File: src/rtl/zet_bus_pkg.sv
// Shared types and constants for the zet Wishbone bus master.
// Optional access timeout is enabled with `define ZET_BUS_TIMEOUT_EN.
package zet_bus_pkg;

   typedef enum logic [1:0] {
      ST_IDLE = 2'd0,
      ST_CYC1 = 2'd1,
      ST_CYC2 = 2'd2,
      ST_DONE = 2'd3
   } bus_state_e;

   localparam logic [7:0] TIMEOUT_LIMIT = 8'd255;

   // Word address of the upper half of an odd-address word. Memory wraps at
   // 1M; I/O space is 64K, so it wraps at 16 bits and the top bits stay 0.
   function automatic logic [18:0] next_word_adr(input logic [18:0] wadr,
                                                  input logic        io);
      logic [18:0] r;
      if (io) r = {4'b0000, wadr[14:0] + 15'd1};
      else    r = wadr + 19'd1;
      return r;
   endfunction

endpackage

File: src/rtl/zet_bus_lane.sv
// Byte-lane steering: select generation, write-data replication and
// merging of the returned lane into the read-data register.
module zet_bus_lane (
   input  logic        byteop_i,
   input  logic        a0_i,
   input  logic        second_i,
   input  logic [15:0] wr_data_i,
   input  logic [15:0] rd_data_i,
   input  logic [15:0] mem_i,
   output logic [1:0]  sel_o,
   output logic [15:0] dat_o,
   output logic [15:0] mem_o
);

   logic       word_aligned;
   logic [7:0] rd_byte;

   always_comb begin
      word_aligned = ~byteop_i & ~a0_i;

      // Odd word: first half rides the upper lane, second half the lower one.
      if (word_aligned)           sel_o = 2'b11;
      else if (second_i | ~a0_i)  sel_o = 2'b01;
      else                        sel_o = 2'b10;

      if (word_aligned)  dat_o = wr_data_i;
      else if (second_i) dat_o = {2{wr_data_i[15:8]}};
      else               dat_o = {2{wr_data_i[7:0]}};

      rd_byte = sel_o[1] ? rd_data_i[15:8] : rd_data_i[7:0];

      if (word_aligned)  mem_o = rd_data_i;
      else if (byteop_i) mem_o = {8'h00, rd_byte};
      else if (second_i) mem_o = {rd_byte, mem_i[7:0]};
      else               mem_o = {mem_i[15:8], rd_byte};
   end

endmodule

File: src/rtl/zet_bus_master.sv
// Exec-side to Wishbone bridge: word, byte and split odd-word accesses.
// `define ZET_BUS_TIMEOUT_EN adds a 255-cycle ack timeout with bus_err.
module zet_bus_master
   import zet_bus_pkg::*;
(
   input  logic        clk,
   input  logic        rst,
   input  logic        cpu_req,
   input  logic [19:0] addr,
   input  logic [15:0] wr_data,
   input  logic        we,
   input  logic        m_io,
   input  logic        byteop,
   output logic [15:0] memout,
   output logic        block,
   output logic        bus_err,
   output logic [18:0] wb_adr_o,
   output logic [15:0] wb_dat_o,
   output logic [1:0]  wb_sel_o,
   output logic        wb_we_o,
   output logic        wb_tga_o,
   output logic        wb_cyc_o,
   output logic        wb_stb_o,
   input  logic [15:0] wb_dat_i,
   input  logic        wb_ack_i
);

   bus_state_e  state_q;
   logic [19:0] addr_q;
   logic [15:0] wr_data_q;
   logic        we_q, m_io_q, byteop_q;
   logic        cyc_q, gap_q, bus_err_q;
   logic [15:0] memout_q;

   logic        second, ack_act, tmo_hit;
   logic [1:0]  lane_sel;
   logic [15:0] lane_dat, lane_mem;

   assign second  = (state_q == ST_CYC2);
   assign ack_act = cyc_q & wb_ack_i;

`ifdef ZET_BUS_TIMEOUT_EN
   logic [7:0] tmo_q;
   assign tmo_hit = cyc_q & ~wb_ack_i & (tmo_q == TIMEOUT_LIMIT - 8'd1);
`else
   assign tmo_hit = 1'b0;
`endif

   zet_bus_lane u_lane (
      .byteop_i  (byteop_q),
      .a0_i      (addr_q[0]),
      .second_i  (second),
      .wr_data_i (wr_data_q),
      .rd_data_i (wb_dat_i),
      .mem_i     (memout_q),
      .sel_o     (lane_sel),
      .dat_o     (lane_dat),
      .mem_o     (lane_mem)
   );

   assign wb_cyc_o = cyc_q;
   assign wb_stb_o = cyc_q;
   assign wb_we_o  = cyc_q & we_q;
   assign wb_sel_o = cyc_q ? lane_sel : 2'b00;
   assign wb_adr_o = second ? next_word_adr(addr_q[19:1], m_io_q) : addr_q[19:1];
   assign wb_dat_o = lane_dat;
   assign wb_tga_o = m_io_q;
   assign memout   = memout_q;
   assign bus_err  = bus_err_q;
   assign block    = cpu_req & (state_q != ST_DONE);

   always_ff @(posedge clk or negedge rst) begin
      if (!rst) begin
         state_q   <= ST_IDLE;
         addr_q    <= '0;
         wr_data_q <= '0;
         we_q      <= 1'b0;
         m_io_q    <= 1'b0;
         byteop_q  <= 1'b0;
         cyc_q     <= 1'b0;
         gap_q     <= 1'b0;
         memout_q  <= '0;
         bus_err_q <= 1'b0;
`ifdef ZET_BUS_TIMEOUT_EN
         tmo_q     <= '0;
`endif
      end else begin
         bus_err_q <= 1'b0;
`ifdef ZET_BUS_TIMEOUT_EN
         tmo_q <= cyc_q ? tmo_q + 8'd1 : 8'd0;
`endif
         case (state_q)
            ST_IDLE: begin
               if (cpu_req) begin
                  addr_q    <= addr;
                  wr_data_q <= wr_data;
                  we_q      <= we;
                  m_io_q    <= m_io;
                  byteop_q  <= byteop;
                  cyc_q     <= 1'b1;
                  state_q   <= ST_CYC1;
               end
            end
            ST_CYC1: begin
               if (ack_act) begin
                  if (!we_q) memout_q <= lane_mem;
                  cyc_q <= 1'b0;
                  if (addr_q[0] & ~byteop_q) begin
                     gap_q   <= 1'b1;
                     state_q <= ST_CYC2;
                  end else begin
                     state_q <= ST_DONE;
                  end
               end else if (tmo_hit) begin
                  cyc_q     <= 1'b0;
                  memout_q  <= 16'hFFFF;
                  bus_err_q <= 1'b1;
                  state_q   <= ST_DONE;
               end
            end
            ST_CYC2: begin
               // First clock of CYC2 keeps the bus idle between the halves.
               if (gap_q) begin
                  gap_q <= 1'b0;
                  cyc_q <= 1'b1;
               end else if (ack_act) begin
                  if (!we_q) memout_q <= lane_mem;
                  cyc_q   <= 1'b0;
                  state_q <= ST_DONE;
               end else if (tmo_hit) begin
                  cyc_q     <= 1'b0;
                  memout_q  <= 16'hFFFF;
                  bus_err_q <= 1'b1;
                  state_q   <= ST_DONE;
               end
            end
            ST_DONE: state_q <= ST_IDLE;
            default: state_q <= ST_IDLE;
         endcase
      end
   end

endmodule

File: config.mk
export PLATFORM = sky130hd
export DESIGN_NAME = zet_bus_master
export DESIGN_NICKNAME = d
export VERILOG_FILES = /design/src/rtl/zet_bus_pkg.sv /design/src/rtl/zet_bus_lane.sv /design/src/rtl/zet_bus_master.sv
export SDC_FILE = /design/constraint.sdc
export NUM_CORES = 1
export LEC_CHECK = 0
export CORE_UTILIZATION = 45
export DETAILED_ROUTE_END_ITERATION = 6
export HOLD_SLACK_MARGIN = 0.1
export PLACE_DENSITY = 0.82
export SLEW_MARGIN = 20
export SYNTH_ARGS = -nofsm -noshare
export SYNTH_HDL_FRONTEND = slang
export SYNTH_SLANG_ARGS = --single-unit
File: constraint.sdc
create_clock -name clk -period 2.62 [get_ports clk]
set_input_delay 0.655 -clock clk [delete_from_list [all_inputs] [get_ports clk]]
set_output_delay 0.655 -clock clk [all_outputs]
set_load 0.05 [all_outputs]
==> results of run 1 <==
-- worst min path at each step --
| stage | start | to | slack, ns | cells past startpoint |
|---|---|---|---|---|
| after detailed placement | memout[11] | memout[11] | 0.48 | 1 |
| after global placement | memout[11] | memout[11] | 0.48 | 1 |
| after CTS | rst | addr_q[5] | 0.35 | 1 |
| after global routing | rst | addr_q[7] | 0.37 | 1 |
| final | rst | addr_q[7] | 0.33 | 1 |
| after floorplan | rst | addr_q[0] | 0.36 | 0 |
-- metrics by stage --
step	setup WS [ns]	hold slack [ns]	std cells	setup TNS, ns
after detailed placement	0.0489	0.479	491	0
after global placement	0.178	0.477	491	0
after CTS	-0.000648	0.345	510	-0.000648
after global routing	-0.103	0.373	519	-1.10
after floorplan	-0.0111	0.359	282	-0.0111
final	-0.0239	0.327	519	-0.158
-- metal layers --
metal / track usage [%] / wire [microns] / vias up
met5: 0 / 0 / -
met1: 29.9 / 3620 / 1364
met3: 4.71 / 554 / 22
met4: 12.1 / 266 / 0
li1: - / - / 1276
met2: 39.7 / 4560 / 106
-- power by group through the flow --
stage / Sequential [mW] / Combinational, mW / Clock, mW
2_1_floorplan: 0.928 / 0.0237 / 0
3_3_place_gp: 0.928 / 0.139 / 0
3_5_place_dp: 0.928 / 0.142 / 0
4_1_cts: 0.911 / 0.144 / 1.01
5_1_grt: 0.910 / 0.154 / 1.06
6_report: 0.911 / 0.142 / 0.995
-- worst reg2reg max path: stages (launching register included) --
cell     delay, ns
dfrtp_1       0.44
inv_1         0.14
ha_1          0.34
a21bo_2       0.25
nor3_2        0.16
o21a_1        0.38
mux2_2        0.39
-- logic make-up after synthesis --
| family | Yosys count | share of synthesized area [%] |
|---|---|---|
| compound gates | 38 | 8.13 |
| xor+xnor | 14 | 3.70 |
| fa+ha+maj | 6 | 2.27 |
| buf+inv | 19 | 3.06 |
| flops | 59 | 44.6 |
| mux | 74 | 25.1 |
| other cells | 1 | 0.113 |
| simple gates | 71 | 13.0 |
-- flip-flops by register name (all words and copies together), names as in the netlist --
name and cells:
state_q 2, byteop_q 1, memout 16, wr_data_q 16, gap_q 1, wb_tga_o 1, wb_cyc_o 1, we_q 1
addr_q 20
-- layout by cell type (no fill, tap or decap), drive strengths merged, types with 8 or more instances in the layout --
cell type / instances
mux2: 72
xnor2: 9
nor2: 16
clkdlybuf4s50: 77
nor2b: 12
nand2: 15
buf: 61
a21oi: 13
nand3: 8
a22o: 8
clkbuf: 9
dfrtp: 59
-- final cells by class --
class / count / area, sq um / share of cell area, %
clock buffers: 9 / 124 / 2.30
clock inverters: 7 / 116 / 2.16
inverters: 6 / 22.5 / 0.418
multi-input cells: 204 / 1920 / 35.7
flip-flops and latches: 59 / 1480 / 27.5
well taps: 96 / 120 / 2.23
repair buffers: 138 / 1600 / 29.7
-- repair_timing --
action	in CTS	in global routing
resized for setup	14	22
endpoints found under the hold margin	0	0
pin swaps	3	6
hold buffers	0	0
cloned	0	0
endpoints found under the setup margin	27	18
buffers inserted	3	9
==> reports/metrics.yaml, run 1 <==
run_status:
  status: "finished, violations left"
  violations: "setup timing"
sta:
  timing.final.ws_setup_ns: -0.0239
  clock.fmax_mhz: 378
  fin_crit_ns: 2.64
  setup-violations-final: 10
  drv_slew: 0
  rsz0062_at_grt: "yes"
  hold_viol: 0
  worst_pin_slew_ns: 0.620
  skew_ns: 0.00511
  slew-limit-headroom_pct: 58.7
  finalCritPeriodShare_pct: 101
min_path:
  hp-class: "primary input to async pin"
power:
  total_leakage_power_nw: 2.61
  powerDensity_nw_per_um2: 380
  p_switching_mw: 0.416
  p_int_mw: 1.63
  total_power_mw: 2.05
  p_comb_share_pct: 6.9
  p_clk_share_pct: 48.6
  p_sw_share_pct: 20.3
  seqPwrFrac_pct: 44.5
  ir_drop_mv: 0.283
die:
  die_y_microns: 87.8
  die_x_microns: 87.8
  initial_core_util_pct: 47.7
  rows: 30
  die_area_sq_um: 7700
  boundaryPins: 118
  core_area_sq_um: 6940
critical_path:
  required_ns: 1.97
  crit_arrival_ns: 1.99
  crit_path_start: "state_q[0]"
  cp_slowest_cell: "dfrtp_1"
  crit-reg2reg-launch: "state_q[1]"
  crit_path_end: "wb_adr_o[18]"
  path_buf_inv: 2
  cp.depth: 7
  r2r-end: "memout[12]"
  start_kind: "register"
  cp_cell_sequence: "inv_2 > ha_4 > nand2_4 > nor4b_4 > nand3_2 > mux2i_2 > buf_12"
  r2r_cells: 6
  critPathTopFamily: "simple AND/OR/NAND/NOR gates"
  end_kind: "output port"
  setup.worst_path.class: "register to output port"
  critPathMaxStageDelay_ns: 0.40
  crit_fanout: 4
  r2r_slack_ns: 0.39
placed_design:
  dpl-instance-area_sq_um: 4910
  gp_congestion: 0.867
  hpwl_microns: 6400
  port_buffers: 116
clocking:
  clk_path_buf_depth: 2
  cts_tree: "done"
  cts_num_sinks: 59
  cts_max_level: 3
  cts-root-buf: "clkbuf_8"
  cts_inserted_buffers: 9
  clock_latency_ns: 0.33
  path_clk_slew_ns: 0.07
yosys:
  ys_ff_latch: 59
  synth.largest_area_cell: "dfrtp_1"
  netlist_area_sq_um: 3310
  synth_nets: 347
  synth_common_cells: "mux2_2, dfrtp_1, nor2_1, a21oi_1, nand2_1"
  synth.avg_cell_area_sq_um: 11.7
  synthTopCellsByArea: "dfrtp_1, mux2_2, xnor2_1"
  ys.flop_type: "dfrtp_1"
  seq_area_frac_synth_pct: 44.6
  yosysMostFrequentCell: "mux2_2"
  yosysWarnings: 0
  syn_inst: 282
  synth_cell_types: 40
  synth-edff-count: 0
  synth_top_area_share_pct: 44.6
  ys_async_sr_fraction_pct: 100
drt:
  dr.pass1.iters: 5
  vias: 2768
  postRouteAntennaNets: 0
  wirelength_microns: 8990
  wl_per_cell_microns: 17.3
  drcViolationCount: 0
  via_per_inst: 5.33
  drt_iter0_markers: 181
global_routing:
  grt_pass1_vias: 2794
  grt_overflow: 0
  grt_max_degree: 34
  grt_pass1_wl_microns: 13900
  antenna_found_initial: 0
  grt_use_total_pct: 24.0
job:
  maxCapViolCount: 0
layout:
  area_growth_pct: 62.8
  fin_util_pct: 77.6
  drive_above_1_share_pct: 43.5
  final_area_sq_um: 5390
  fillers: 431
  nets: 483
  insertedDiodeCount: 0
Power figures use the tool's default switching activity.
==> run 2, diff against run 1 <==
--- a/config.mk
+++ b/config.mk
@@ -8,7 +8,7 @@
 export CORE_UTILIZATION = 45
 export DETAILED_ROUTE_END_ITERATION = 6
 export HOLD_SLACK_MARGIN = 0.1
-export PLACE_DENSITY = 0.82
+export PLACE_DENSITY_LB_ADDON = 0.1
 export SLEW_MARGIN = 20
 export SYNTH_ARGS = -nofsm -noshare
 export SYNTH_HDL_FRONTEND = slang
==> reports/metrics.yaml, run 2 (synthesized netlist as in run 1, its figures left out) <==
run_status:
  status: "finished, violations left"
  violations: "setup timing"
job:
  maxCapViolCount: 0  # unchanged
sta:
  rsz0062_at_grt: "yes"
  finalCritPeriodShare_pct: 102  # +1.4 points
  hold_viol: 0  # unchanged
  fin_crit_ns: 2.68  # +0.0367 ns
  skew_ns: 0.00906  # +0.00395 ns
  worst_pin_slew_ns: 0.524  # -0.0956 ns
  drv_slew: 0  # unchanged
  slew-limit-headroom_pct: 65.0  # +6.3 points
  clock.fmax_mhz: 373  # -1.4%
  timing.final.ws_setup_ns: -0.0605  # -0.0367 ns
  setup-violations-final: 2  # -8
die:
  boundaryPins: 118  # unchanged
  die_y_microns: 87.8  # unchanged
  initial_core_util_pct: 47.7  # unchanged
  core_area_sq_um: 6940  # unchanged
  rows: 30  # unchanged
  die_area_sq_um: 7700  # unchanged
  die_x_microns: 87.8  # unchanged
placed_design:
  dpl-instance-area_sq_um: 4940  # +0.56%
  hpwl_microns: 6150  # -3.8%
  port_buffers: 116  # unchanged
  gp_congestion: 0.794  # -8.4%
  place_inst: 491  # unchanged
critical_path:
  r2r_cells: 8  # +2
  crit_arrival_ns: 2.03  # +0.04 ns
  crit_path_start: "state_q[0]"
  crit_path_end: "wb_adr_o[12]"
  crit_fanout: 4  # unchanged
  end_kind: "output port"
  setup.worst_path.class: "register to output port"
  crit-reg2reg-launch: "state_q[0]"
  r2r-end: "memout[12]"
  r2r_slack_ns: 0.32  # -0.07 ns
  start_kind: "register"
  required_ns: 1.97  # about the same
drt:
  wirelength_microns: 8510  # -5.4%
  dr.pass1.iters: 4  # -1
  drt_iter0_markers: 70  # -61%
  wl_per_cell_microns: 16.4  # -5.6%
  postRouteAntennaNets: 0  # unchanged
  via_per_inst: 5.19  # -2.6%
  vias: 2700  # -2.5%
  drcViolationCount: 0  # unchanged
global_routing:
  grt_overflow: 0  # unchanged
  grt_max_degree: 40  # +18%
  grt_pass1_vias: 2701  # -3.3%
  grt_use_total_pct: 22.6  # -1.4 points
  antenna_found_initial: 0  # unchanged
  grt_pass1_wl_microns: 13100  # -5.6%
layout:
  final_common_cell: "clkdlybuf4s50_1"
  insertedDiodeCount: 0  # unchanged
  nets: 484  # +0.21%
  fillers: 452  # +4.9%
  layout_common_cells: "clkdlybuf4s50_1, mux2_2, dfrtp_1"
  drive_above_1_share_pct: 43.9  # +0.37 points
  instances_no_fill: 520  # +0.19%
  final_area_sq_um: 5360  # -0.53%
  regMostFlops: "addr_q"
  area_growth_pct: 61.9
  largest_reg_flops: 20  # unchanged
clocking:
  path_clk_slew_ns: 0.07  # about the same
  cts_inserted_buffers: 9  # unchanged
  clock_latency_ns: 0.34  # about the same
  ctsHoldBuffers: 0  # unchanged
  cts_num_sinks: 59  # unchanged
  cts-root-buf: "clkbuf_8"
  cts_tree: "done"
  clk_path_buf_depth: 2  # unchanged
  cts_max_level: 3  # unchanged
min_path:
  hp-class: "primary input to async pin"
power:
  powerDensity_nw_per_um2: 336  # -12%
  total_leakage_power_nw: 2.59  # -0.78%
  ir_drop_mv: 0.268  # -5.5%
-- run 2: how the worst min path moves through the flow --
stage	startpoint	to	slack, ns	depth (start not counted)
global route	rst	memout[10]	0.32	1
floorplan	rst	addr_q[0]	0.36	0
detailed placement	memout[15]	memout[15]	0.49	1
global placement	memout[13]	memout[13]	0.47	1
CTS	rst	memout[15]	0.29	1
finish	rst	addr_q[10]	0.29	1
-- run 2: metrics by stage --
step / worst slack [ns] / total power [mW] / hold WS [ns] / util [%] / setup TNS (ns)
2_1_floorplan: -0.0111 / 0.952 / 0.359 / - / -0.0111
3_5_place_dp: 0.105 / 1.07 / 0.489 / 71.2 / 0
4_1_cts: -0.00112 / 1.81 / 0.295 / 75.4 / -0.00112
6_report: -0.0605 / 1.80 / 0.289 / 77.2 / -0.119
5_1_grt: -0.126 / 1.87 / 0.323 / 77.2 / -0.465
3_3_place_gp: 0.222 / 1.07 / 0.470 / 71.2 / 0
-- run 2: power by group --
group / internal, mW / switching [mW]
clock network: 0.366 / 0.380
registers: 0.910 / 0
logic: 0.0918 / 0.0509
-- run 2: area by class of cell --
cell class	instances	area, sq um	area share, %
Multi-Input combinational cell	204	1920	35.9
Timing Repair Buffer	139	1640	30.5
Sequential cell	59	1480	27.6
Clock buffer	10	138	2.57
Tap cell	96	120	2.24
Clock inverter	6	41.3	0.770
Inverter	6	22.5	0.420
-- run 2: critical path, stage by stage (launching register included) --
cell,delay (ns)
dfrtp_1,0.39
inv_2,0.09
ha_4,0.17
nand2_4,0.07
nor4_4,0.35
buf_4,0.20
buf_6,0.11
xor2_4,0.16
buf_12,0.15
-- run 2: repair_timing --
item                       4_1_cts  5_1_grt
setup endpoints to repair       24       16
buffers inserted                 6        7
gates resized for setup         15       20
pin swaps                        5        4
hold endpoints to repair         0        0
-- run 2: per-layer routing --
layer	part of all wire, %	up-vias	wire, microns	global-route usage, %
li1	-	1283	-	-
met1	44	1321	3760	30.2
met2	49	83	4140	35.2
met3	5.7	13	481	5.84
met4	1.6	0	132	8.49
met5	0	-	0	0
==> run 3, diff against run 2 <==
--- a/config.mk
+++ b/config.mk
@@ -5,7 +5,7 @@
 export SDC_FILE = /design/constraint.sdc
 export NUM_CORES = 1
 export LEC_CHECK = 0
-export CORE_UTILIZATION = 45
+export CORE_UTILIZATION = 35
 export DETAILED_ROUTE_END_ITERATION = 6
 export HOLD_SLACK_MARGIN = 0.1
 export PLACE_DENSITY_LB_ADDON = 0.1
==> reports/metrics.yaml, run 3 (synthesized netlist as in run 1, its figures left out) <==
critical_path:
  setup.worst_path.class: "register to output port"
  r2r_slack_ns: 0.39  # +0.07 ns
  r2r_cells: 7  # -1
  crit_arrival_ns: 1.93  # -0.10 ns
  crit_fanout: 4  # unchanged
  required_ns: 1.97  # about the same
  crit_path_start: "state_q[0]"
  end_kind: "output port"
  r2r-end: "memout[14]"
  crit-reg2reg-launch: "state_q[1]"
  start_kind: "register"
power:
  powerDensity_nw_per_um2: 361  # +7.7%
  ir_drop_mv: 0.249  # -7.1%
  total_leakage_power_nw: 2.58  # -0.72%
placed_design:
  gp_congestion: 0.784  # -1.3%
  hpwl_microns: 6160  # +0.13%
  dp_slack_ns: 0.128  # +0.0237 ns
  port_buffers: 116  # unchanged
layout:
  drive_above_1_share_pct: 43.9  # +0.046 points
  insertedDiodeCount: 0  # unchanged
  fillers: 763  # +69%
  nets: 481  # -0.62%
  final_common_cell: "clkdlybuf4s50_1"
  area_growth_pct: 61.8
  register_area_sq_um: 1490  # +0.42%
  multi_input_area_sq_um: 1920  # -0.39%
  regMostFlops: "addr_q"
  largest_reg_flops: 20  # unchanged
  layout_common_cells: "clkdlybuf4s50_1, mux2_2, dfrtp_1"
sta:
  timing.final.ws_setup_ns: 0.0341  # +0.0947 ns
  clock.fmax_mhz: 387  # +3.7%
  worst_pin_slew_ns: 0.505  # -0.0194 ns
  setup_tns_ns: 0  # +0.119 ns
  hold_viol: 0  # unchanged
  skew_ns: 0.0118  # +0.00273 ns
  drv_slew: 0  # unchanged
  rsz0062_at_grt: "yes"
  slew-limit-headroom_pct: 66.3  # +1.3 points
  setup-violations-final: 0  # -2
  finalCritPeriodShare_pct: 98.7  # -3.6 points
  fin_crit_ns: 2.59  # -0.0947 ns
job:
  maxCapViolCount: 0  # unchanged
clocking:
  clk_path_buf_depth: 2  # unchanged
  cts_num_sinks: 59  # unchanged
  cts_inserted_buffers: 9  # unchanged
  clock_latency_ns: 0.33  # about the same
  path_clk_slew_ns: 0.07  # about the same
  cts_tree: "done"
  cts-root-buf: "clkbuf_8"
  cts_max_level: 3  # unchanged
global_routing:
  grt_util_met3_pct: 5.34  # -0.50 points
  grt_use_total_pct: 17.3  # -5.2 points
  busiest_layer: "met2"
  grt_overflow: 0  # unchanged
  grt_pass1_vias: 2660  # -1.5%
  grt_use_met1_pct: 23.0  # -7.3 points
  grt_util_met2_pct: 27.0  # -8.3 points
  antenna_found_initial: 0  # unchanged
  grt_pass1_wl_microns: 13300  # +1.8%
  grt_max_degree: 27  # -33%
drt:
  via_per_inst: 4.86  # -6.3%
  drt_iter0_markers: 88  # +26%
  dr.pass1.iters: 4  # unchanged
  drcViolationCount: 0  # unchanged
  vias: 2578  # -4.5%
  wirelength_microns: 8270  # -2.8%
  wl_per_cell_microns: 15.6  # -4.7%
  postRouteAntennaNets: 0  # unchanged
die:
  die_y_microns: 99.3  # +13%
  die_x_microns: 99.3  # +13%
  rows: 35  # +17%
  die_area_sq_um: 9850  # +28%
  core_area_sq_um: 9200  # +32%
  boundaryPins: 118  # unchanged
  initial_core_util_pct: 36.0  # -12 points
run_status:
  status: "finished clean"
min_path:
  hp-class: "primary input to async pin"
==> run 3: worst max-delay path by stage <==
| stage | to | slack (ns) | cells past startpoint |
|---|---|---|---|
| final | wb_adr_o[16] | 0.03 | 7 |
| after global routing | wb_adr_o[12] | -0.06 | 7 |
| after CTS | wb_adr_o[14] | 0.006 | 6 |
| after detailed placement | wb_dat_o[13] | 0.13 | 7 |
| after global placement | wb_dat_o[8] | 0.19 | 7 |
| after floorplan | wb_adr_o[14] | -0.01 | 7 |
==> run 3: metrics by stage <==
stage               instance area, sq um  utilization, %  hold slack [ns]  std cells  total power, mW
global placement                    4920            53.5            0.472        506             1.07
global route                        5360            58.2            0.307        530             2.01
floorplan                           3370               -            0.359        282            0.952
detailed placement                  4920            53.5            0.480        506             1.07
CTS                                 5200            56.6            0.291        523             1.97
finish                              5360            58.2            0.278        530             1.94
==> run 3: report_power, final <==
part / total [mW] / internal (mW) / leakage, nW / switching, mW
combinational: 0.139 / 0.0905 / 1.68 / 0.0487
sequential: 0.910 / 0.910 / 0.801 / 0
clock: 0.886 / 0.523 / 0.0972 / 0.363
==> run 3: what timing repair did <==
| item | in CTS | in global routing |
|---|---|---|
| setup buffers | 3 | 7 |
| gates resized for setup | 11 | 30 |
| hold buffers | 0 | 0 |
| endpoints found under the setup margin | 26 | 27 |
| pin swaps | 3 | 4 |
==> run 3: routing by layer <==
layer | vias to the layer above | wire (microns)
met3 | 6 | 473
met4 | 0 | 90
met5 | - | 0
li1 | 1265 | -
met2 | 70 | 3750
met1 | 1237 | 3950
==> run 3: cell type report <==
type | instances | area share (%)
clock buffer | 9 | 2.31
inverter | 6 | 0.421
multi-input combinational | 204 | 35.8
clock inverter | 5 | 1.50
tap | 111 | 2.59
sequential | 59 | 27.8
timing repair buffer | 136 | 29.6
==> run 3: critical path: stages (launching register included) <==
cell and delay, ns:
dfrtp_1 0.40, inv_2 0.08, ha_4 0.18, nand2_4 0.08
nor4_4 0.35, and3_1 0.21, o21a_1 0.16, buf_12 0.14
